File: src/rtl/ifu_pc.sv
// Program-counter stage: holds the PC, selects the next PC and fences fetch
// to the instruction-memory window, halting on an illegal target.
module ifu_pc #(
  parameter logic [31:0] PC_RESET = 32'h0000_3000,
  parameter logic [31:0] PC_LAST  = 32'h0000_3FFC
) (
  input  logic        clk,
  input  logic        reset,
  input  logic        en,
  input  logic [1:0]  npc_op,
  input  logic        br_taken,
  input  logic [15:0] imm16,
  input  logic [25:0] imm26,
  input  logic [31:0] ra,
  output logic [31:0] pc,
  output logic [31:0] pc4,
  output logic [9:0]  im_addr,
  output logic        addr_err,
  output logic        halted,
  output logic [31:0] fetch_cnt
);

  typedef enum logic [0:0] {StRun, StHalt} state_e;

  state_e      state_q, state_d;
  logic [31:0] pc_q, pc_d;
  logic [31:0] cnt_q, cnt_d;
  logic        err_q, err_d;

  logic [31:0] pc4_w;
  logic [31:0] br_off;
  logic [31:0] target;
  logic        legal;

  assign pc4_w  = pc_q + 32'd4;
  assign br_off = {{14{imm16[15]}}, imm16, 2'b00};

  always_comb begin
    target = pc4_w;
    unique case (npc_op)
      2'b00: target = pc4_w;
      2'b01: target = br_taken ? (pc4_w + br_off) : pc4_w;
      2'b10: target = {pc4_w[31:28], imm26, 2'b00};
      2'b11: target = ra;
      default: target = pc4_w;
    endcase
  end

  assign legal = (target[1:0] == 2'b00) && (target >= PC_RESET) && (target <= PC_LAST);

  // Legality only matters when an update is actually attempted; a stall never faults.
  always_comb begin
    state_d = state_q;
    pc_d    = pc_q;
    cnt_d   = cnt_q;
    err_d   = err_q;
    if (state_q == StRun && en) begin
      if (legal) begin
        pc_d = target;
        if (cnt_q != 32'hFFFF_FFFF) begin
          cnt_d = cnt_q + 32'd1;
        end
      end else begin
        err_d   = 1'b1;
        state_d = StHalt;
      end
    end
  end

  always_ff @(posedge clk) begin
    if (reset) begin
      state_q <= StRun;
      pc_q    <= PC_RESET;
      cnt_q   <= 32'd0;
      err_q   <= 1'b0;
    end else begin
      state_q <= state_d;
      pc_q    <= pc_d;
      cnt_q   <= cnt_d;
      err_q   <= err_d;
    end
  end

  assign pc        = pc_q;
  assign pc4       = pc4_w;
  assign im_addr   = pc_q[11:2];
  assign addr_err  = err_q;
  assign halted    = (state_q == StHalt);
  assign fetch_cnt = cnt_q;

endmodule
File: config.mk
export PLATFORM = sky130hd
export DESIGN_NAME = ifu_pc
export DESIGN_NICKNAME = d
export VERILOG_FILES = /design/src/rtl/ifu_pc.sv
export SDC_FILE = /design/constraint.sdc
export NUM_CORES = 1
export LEC_CHECK = 0
export ABC_AREA = 1
export BUFFER_PORTS_ARGS = -buffer_cell sky130_fd_sc_hd__clkbuf_2
export CAP_MARGIN = 20
export CORE_MARGIN = 4
export CORE_UTILIZATION = 25
export DETAILED_ROUTE_END_ITERATION = 10
export SLEW_MARGIN = 20
export SYNTH_ARGS = -nofsm -noshare
export SYNTH_HDL_FRONTEND = slang
export SYNTH_SLANG_ARGS = --single-unit
File: constraint.sdc
create_clock -name clk -period 10.37 [get_ports clk]
set_clock_uncertainty 0.05 [all_clocks]
set_input_delay 2.5925 -clock clk [delete_from_list [all_inputs] [get_ports clk]]
set_output_delay 2.5925 -clock clk [all_outputs]
set_load 0.01 [all_outputs]
==> parameters.txt, run 1 <==
Parameter                              Value

Detailed routing
  Met3 Wirelength    2.21 mm
  Per-cell routed wire length    16.2 um
  Routed wire length on met2    15.3 mm
  Initial DRC Count    553
  Number of vias in the routed layout    9514
  Final routed DRC violation total    0
  Total iterations of the first detailed-routing run    5
  Vias/cell    4.75
  Uppermost metal layer occupied by signal nets    met5
  Detail Route Antenna Nets    0
  Routed length on met1    14.5 mm
  Total length of routed wires    32.5 mm

Logic synthesis
  Number of synthesized register bits    65
  Sequential area share after synthesis    16.9%
  Mapped Area    7690 sq um
  Synth unique cells    44
  Synthesized area per cell    5.29 sq um
  Number of standard cells after synthesis    1453
  Syn_nets    1568
  Number of warning messages in the yosys log    0

Status
  Run status    complete, no violations

Worst hold path
  Hold path startpoint    pc[31]
  Worst min-delay path endpoint    pc[31]
  Classification of the worst-slack hold path    reg -> reg
  Worst Hold Path Cells    2

Layout
  Highest-count cells in the layout ignoring fill and taps    496 x nand2_1, 259 x inv_1, 187 x clkbuf_2, 172 x nor2_1, 145 x nand3_1
  Growth of design area from synthesis to finish    19.5%
  Most frequent standard cell in the layout excluding fill and tap cells    nand2_1
  Final Cell Area    9180 sq um
  Number of antenna diodes    0
  Layout net count    1724
  Fin cells    2004
  Share of layout cells above drive strength 1    14.6%

Setup path
  Most used cell along the critical path    nor2_1
  Setup slack on the worst flop-to-flop path    4.84 ns
  Data required, critical path    10.54 ns
  Startpoint of the worst register-to-register path    pc[2]
  Critical Path Sink Type    register
  Type of the worst setup path    in -> reg
  Library cell contributing the largest single delay on the critical path    clkinv_1
  Slowest stage delay, CP    0.92 ns
  Dominant delay contributor by cell family on the critical path    simple AND/OR/NAND/NOR gates
  Reg-to-reg critical path endpoint    fetch_cnt[12]
  Critical path startpoint category    primary input
  Count of cells along the worst register-to-register path    30
  Critical path fanouts, max    33
  Count of buffer and inverter cells on the critical path    3
  Critical Path, Cell by Cell    clkbuf_2 > clkinv_1 > o21ai_0 > nor2_1 > a21oi_1 > nor2_1 > nand3_1 > nor2_1 > nand3_1 > nor2_1 > nand2_1 > nand2_1 > nor2_1 > nand3_1 > nor2_1 > nand4_1 > inv_1 > nand2_1 > nand2_1 > nor2_1
  Data arrival time of the worst path    6.82 ns

Clock network
  TritonCTS clock tree    built
  Clk pin slew, worst setup/hold paths    0.06 ns
  Clock sink count    65
  Total of hold buffers inserted after clock tree synthesis    0
  CTS max path bufs    2
  CTS root buf    clkbuf_16
  Cts repair resizes    0
  TritonCTS Buffers    9
  Number of levels the H-tree was split into    3
  Post-CTS Repair Setup Buffers    0
  Clock latency of the later-clocked register in the worst-skew pair    0.33 ns

STA
  Measured slew at the worst slew-check pin    0.983 ns
  Unrepaired setup endpoints after global routing    false
  Number of endpoints with negative hold slack in the final report    0
  Max-slew headroom    34.4%
  Crit path setup slack, layout    3.72 ns
  Crit share post-route    64.2%
  Final Critical Period    6.65 ns
  Total negative slack for setup checks    0 ns
  Final count of negative-setup-slack endpoints    0
  Maximum clock frequency    150 MHz
  Final Slew Violations    0

Floorplanning
  Placeable core region    30000 sq um
  Chip Height    183 um
  Horiz. Die Dim    183 um
  Die area    33600 sq um
  Starting density of the core    25.7%
  Number of placed I/O pins    188
  Standard-cell row count    63

Pwr
  Worst IR Drop VDD    52.4 uV
  Static leakage    5.09 nW
  Power Dens Cells    75.8 nW/um^2

Job
  Max-Cap Viols    0

Place
  DP Wirelength    27.4 mm
  Total of buffers placed on input and output ports    187
  Placer Congestion    0.964
  Post-DP Area    8870 sq um
  Worst slack after detailed placement    3.49 ns
  Total instance count after detailed placement    1988

Global route
  Wire length of the first global-routing pass    50.2 mm
  All-Layer GR Usage    18.9%
  Global-route congestion overflow total    0
  Antenna violations before repair    1
  Via count of the first global-routing pass    9043
  Largest net degree at the start of global routing    41
-- sequential cells by signal (all words and copies together) (netlist names) --
| name | cells |
|---|---|
| addr_err | 1 |
| fetch_cnt | 32 |
| pc | 32 |
-- report_power, final --
group,switching (mW),internal (mW),leakage [nW]
logic,0.0901,0.0448,4.43
clock network,0.118,0.193,0.145
registers,0.000474,0.250,0.524
total,0.208,0.488,5.09
-- tightest hold or removal path, cell delays in order (launching register included) --
cell and delay [ns]:
dfxtp_1 0.32, inv_1 0.07, nor3_1 0.05
-- routing by layer --
| metal | track usage, % | vias to the layer above |
|---|---|---|
| met1 | 25.2 | 4332 |
| met5 | 0 | - |
| met2 | 32.5 | 316 |
| met3 | 2.98 | 33 |
| met4 | 3.43 | 2 |
| li1 | - | 4831 |
-- stage by stage --
| step | utilization, % | power (mW) | hold slack, ns |
|---|---|---|---|
| 6_report | 30.7 | 0.696 | 0.436 |
| 3_5_place_dp | 29.6 | 0.389 | 0.422 |
| 5_1_grt | 30.7 | 0.731 | 0.484 |
| 3_3_place_gp | 29.6 | 0.389 | 0.418 |
| 2_1_floorplan | - | 0.341 | 0.445 |
| 4_1_cts | 30.7 | 0.702 | 0.435 |
-- how the worst max path moves through the flow --
| stage | depth (start not counted) | end | startpoint |
|---|---|---|---|
| floorplan | 26 | fetch_cnt[3] | imm16[0] |
| global placement | 20 | fetch_cnt[22] | br_taken |
| detailed placement | 20 | fetch_cnt[22] | br_taken |
| CTS | 20 | fetch_cnt[22] | br_taken |
| global route | 19 | fetch_cnt[30] | br_taken |
| finish | 20 | fetch_cnt[22] | br_taken |
-- final cells by class --
| class | instances | area, sq um |
|---|---|---|
| fill | 3509 | 20800 |
| clock buffer | 10 | 239 |
| timing repair buffer | 190 | 958 |
| sequential | 65 | 1300 |
| tap | 390 | 488 |
| multi-input combinational | 1073 | 5110 |
| inverter | 270 | 1010 |
| clock inverter | 6 | 67.6 |
-- cells by family (layout without fill, tap and decap cells) --
| kind of cell | after synthesis | in the layout | synth area share, % |
|---|---|---|---|
| compound gates | 122 | 122 | 9.12 |
| xor+xnor | 18 | 18 | 2.05 |
| fa+ha+maj | 35 | 35 | 5.80 |
| buf+inv | 315 | 476 | 16.5 |
| flops | 65 | 65 | 16.9 |
| simple gates | 898 | 898 | 49.6 |
-- synth_stat cells, drive strengths merged --
library cell / number / area share (%)
a21oi: 64 / 4.2
nor3b: 2 / 0.26
nor2: 182 / 9.5
nand3b: 6 / 0.59
clkbuf: 10 / 0.50
fa: 1 / 0.26
dfxtp: 65 / 17
nand4: 32 / 2.6
or3: 1 / 0.081
a21o: 3 / 0.29
o21ai: 29 / 1.9
o22ai: 2 / 0.16
ha: 34 / 5.5
clkinv: 2 / 0.098
o21bai: 3 / 0.29
a211oi: 2 / 0.20
nand2: 500 / 25
inv: 268 / 13
a31oi: 3 / 0.24
a22o: 13 / 1.5
a221oi: 3 / 0.34
nand3: 146 / 9.7
xor2: 14 / 1.6
and3: 2 / 0.16
or2: 1 / 0.081
and2: 4 / 0.33
xnor2: 4 / 0.46
nor4: 6 / 0.49
nor3: 16 / 1.3
buf: 35 / 2.8
(Power assumes the default switching activity.)
==> inputs of run 2 (changes only) <==
Clock period 10.37 ns to 5.5 ns, I/O delays scaled along.
==> parameters.txt, run 2 (synthesis gave the netlist of run 1 again) <==
Parameter                              Value

Detailed routing
  Total iterations of the first detailed-routing run    8 (was 5)
  Vias/cell    4.75 (about the same)
  Initial DRC Count    676 (was 553)
  Final routed DRC violation total    0 (unchanged)
  Per-cell routed wire length    16.0 um (was 16.2 um)
  Number of vias in the routed layout    9595 (was 9514)
  Total length of routed wires    32.2 mm (was 32.5 mm)
  Detail Route Antenna Nets    0 (unchanged)

Layout
  Fillcell total    3472 (was 3509)
  Number of antenna diodes    0 (unchanged)
  Share of layout cells above drive strength 1    15.5% (was 14.6%)
  Final Cell Area    9320 sq um (was 9180 sq um)
  Growth of design area from synthesis to finish    21.3% (was 19.5%)
  Highest-count cells in the layout ignoring fill and taps    496 x nand2_1, 259 x inv_1, 187 x clkbuf_2, 172 x nor2_1, 145 x nand3_1 (unchanged)
  Most frequent standard cell in the layout excluding fill and tap cells    nand2_1 (unchanged)
  Layout net count    1740 (was 1724)

Clock network
  Number of levels the H-tree was split into    3 (unchanged)
  CTS root buf    clkbuf_16 (unchanged)
  Clock sink count    65 (unchanged)
  Post-CTS Repair Setup Buffers    0 (unchanged)
  Clk pin slew, worst setup/hold paths    0.06 ns (about the same)
  TritonCTS clock tree    built (unchanged)
  TritonCTS Buffers    9 (unchanged)
  Clock latency of the later-clocked register in the worst-skew pair    0.33 ns (about the same)
  CTS max path bufs    2 (unchanged)

Setup path
  Most used cell along the critical path    nand2_1 (was nor2_1)
  Worst Setup EP    fetch_cnt[7] (was fetch_cnt[22])
  Data required, critical path    5.72 ns (was 10.54 ns)
  Count of cells along the worst register-to-register path    28 (was 30)
  Critical Path Sink Type    register (unchanged)
  Reg-to-reg critical path endpoint    fetch_cnt[7] (was fetch_cnt[12])
  Type of the worst setup path    reg -> reg (was in -> reg)
  Critical path startpoint category    register (was primary input)
  Data arrival time of the worst path    5.16 ns (was 6.82 ns)
  Setup slack on the worst flop-to-flop path    0.55 ns (was 4.84 ns)
  Slowest stage delay, CP    0.51 ns (was 0.92 ns)
  Library cell contributing the largest single delay on the critical path    dfxtp_1 (was clkinv_1)
  Critical path fanouts, max    7 (was 33)
  CP Launch Point    pc[3] (was br_taken)
  Startpoint of the worst register-to-register path    pc[3] (was pc[2])

Place
  Total of buffers placed on input and output ports    187 (unchanged)
  Post-DP Area    8990 sq um (was 8870 sq um)
  Placer Congestion    1.02 (was 0.964)
  DP Wirelength    27.3 mm (was 27.4 mm)
  Worst slack after detailed placement    0.399 ns (was 3.49 ns)

STA
  Unrepaired setup endpoints after global routing    false (unchanged)
  Final Hold Slack    0.427 ns (was 0.436 ns)
  Final count of negative-setup-slack endpoints    0 (unchanged)
  Crit share post-route    89.9%
  Measured slew at the worst slew-check pin    0.701 ns (was 0.983 ns)
  Total negative slack for setup checks    0 ns (unchanged)
  Crit path setup slack, layout    0.554 ns (was 3.72 ns)
  Max-slew headroom    53.0% (was 34.4%)
  Final Critical Period    4.95 ns
  Final Slew Violations    0 (unchanged)
  Number of endpoints with negative hold slack in the final report    0 (unchanged)
  Maximum clock frequency    202 MHz

Global route
  All-Layer GR Usage    18.6% (was 18.9%)
  Antenna violations before repair    0 (was 1)
  Largest net degree at the start of global routing    34 (was 41)
  Global-route congestion overflow total    0 (unchanged)
  Via count of the first global-routing pass    9065 (was 9043)
  Wire length of the first global-routing pass    49.1 mm (was 50.2 mm)

Pwr
  Power Dens Cells    145 nW/um^2 (was 75.8 nW/um^2)
  Worst IR Drop VDD    166 uV (was 52.4 uV)
  Static leakage    5.19 nW (was 5.09 nW)
  Total power of the final layout    1.35 mW (was 0.696 mW)

Floorplanning
  Die area    33600 sq um (unchanged)
  Standard-cell row count    63 (unchanged)
  Horiz. Die Dim    183 um (unchanged)
  Starting density of the core    25.7% (unchanged)
  Placeable core region    30000 sq um (unchanged)
  Chip Height    183 um (unchanged)
  Number of placed I/O pins    188 (unchanged)

Job
  Max-Cap Viols    0 (unchanged)

Status
  Run status    complete, no violations (unchanged)

Worst hold path
  Classification of the worst-slack hold path    reg -> reg (unchanged)
run 2: routing by layer:
layer	vias up	GRT usage, %	share of wire [%]
li1	4875	-	-
met1	4314	23.9	43
met2	354	31.5	47
met3	52	3.57	7.5
met4	0	5.57	3.2
met5	-	0	0
run 2: metrics by stage:
step / std cells / util [%]
after floorplan: 1453 / -
after global placement: 2004 / 30.0
after detailed placement: 2004 / 30.0
after CTS: 2018 / 31.1
after global routing: 2018 / 31.1
final: 2018 / 31.1
run 2: what timing repair did:
item / CTS / global route
setup endpoints to repair: 0 / 19
resized for setup: 0 / 2
hold buffers: 0 / 0
run 2: area by class of cell:
cell class | count | area (sq um) | share of cell area, %
inverters | 270 | 1010 | 10.9
clock buffers | 11 | 253 | 2.71
clock inverters | 3 | 65.1 | 0.698
flip-flops and latches | 65 | 1300 | 14.0
multi-input cells | 1073 | 5120 | 55.0
repair buffers | 206 | 1080 | 11.6
well taps | 390 | 488 | 5.23
run 2: worst min-delay path by stage:
stage	startpoint	endpoint	slack (ns)	cells after the start
after floorplan	pc[31]	pc[31]	0.44	2
after global placement	pc[31]	pc[31]	0.42	2
after detailed placement	pc[31]	pc[31]	0.43	2
after CTS	pc[31]	pc[31]	0.43	2
after global routing	pc[31]	pc[31]	0.46	2
final	pc[31]	pc[31]	0.43	2
run 2: critical path: cells and delay by family, from the launching register on:
| kind | cells | cell delay, ns |
|---|---|---|
| and+or+nand+nor | 22 | 2.84 |
| adders and majority gates | 2 | 0.74 |
| DFF | 1 | 0.51 |
| buffers and inverters | 3 | 0.47 |
| xor gates and xnor gates | 1 | 0.23 |
run 2: power by group:
part	total (mW)	internal [mW]	leakage [nW]	switching (mW)
clock	0.620	0.415	0.157	0.204
sequential	0.473	0.472	0.524	0.000800
combinational	0.257	0.0865	4.51	0.170
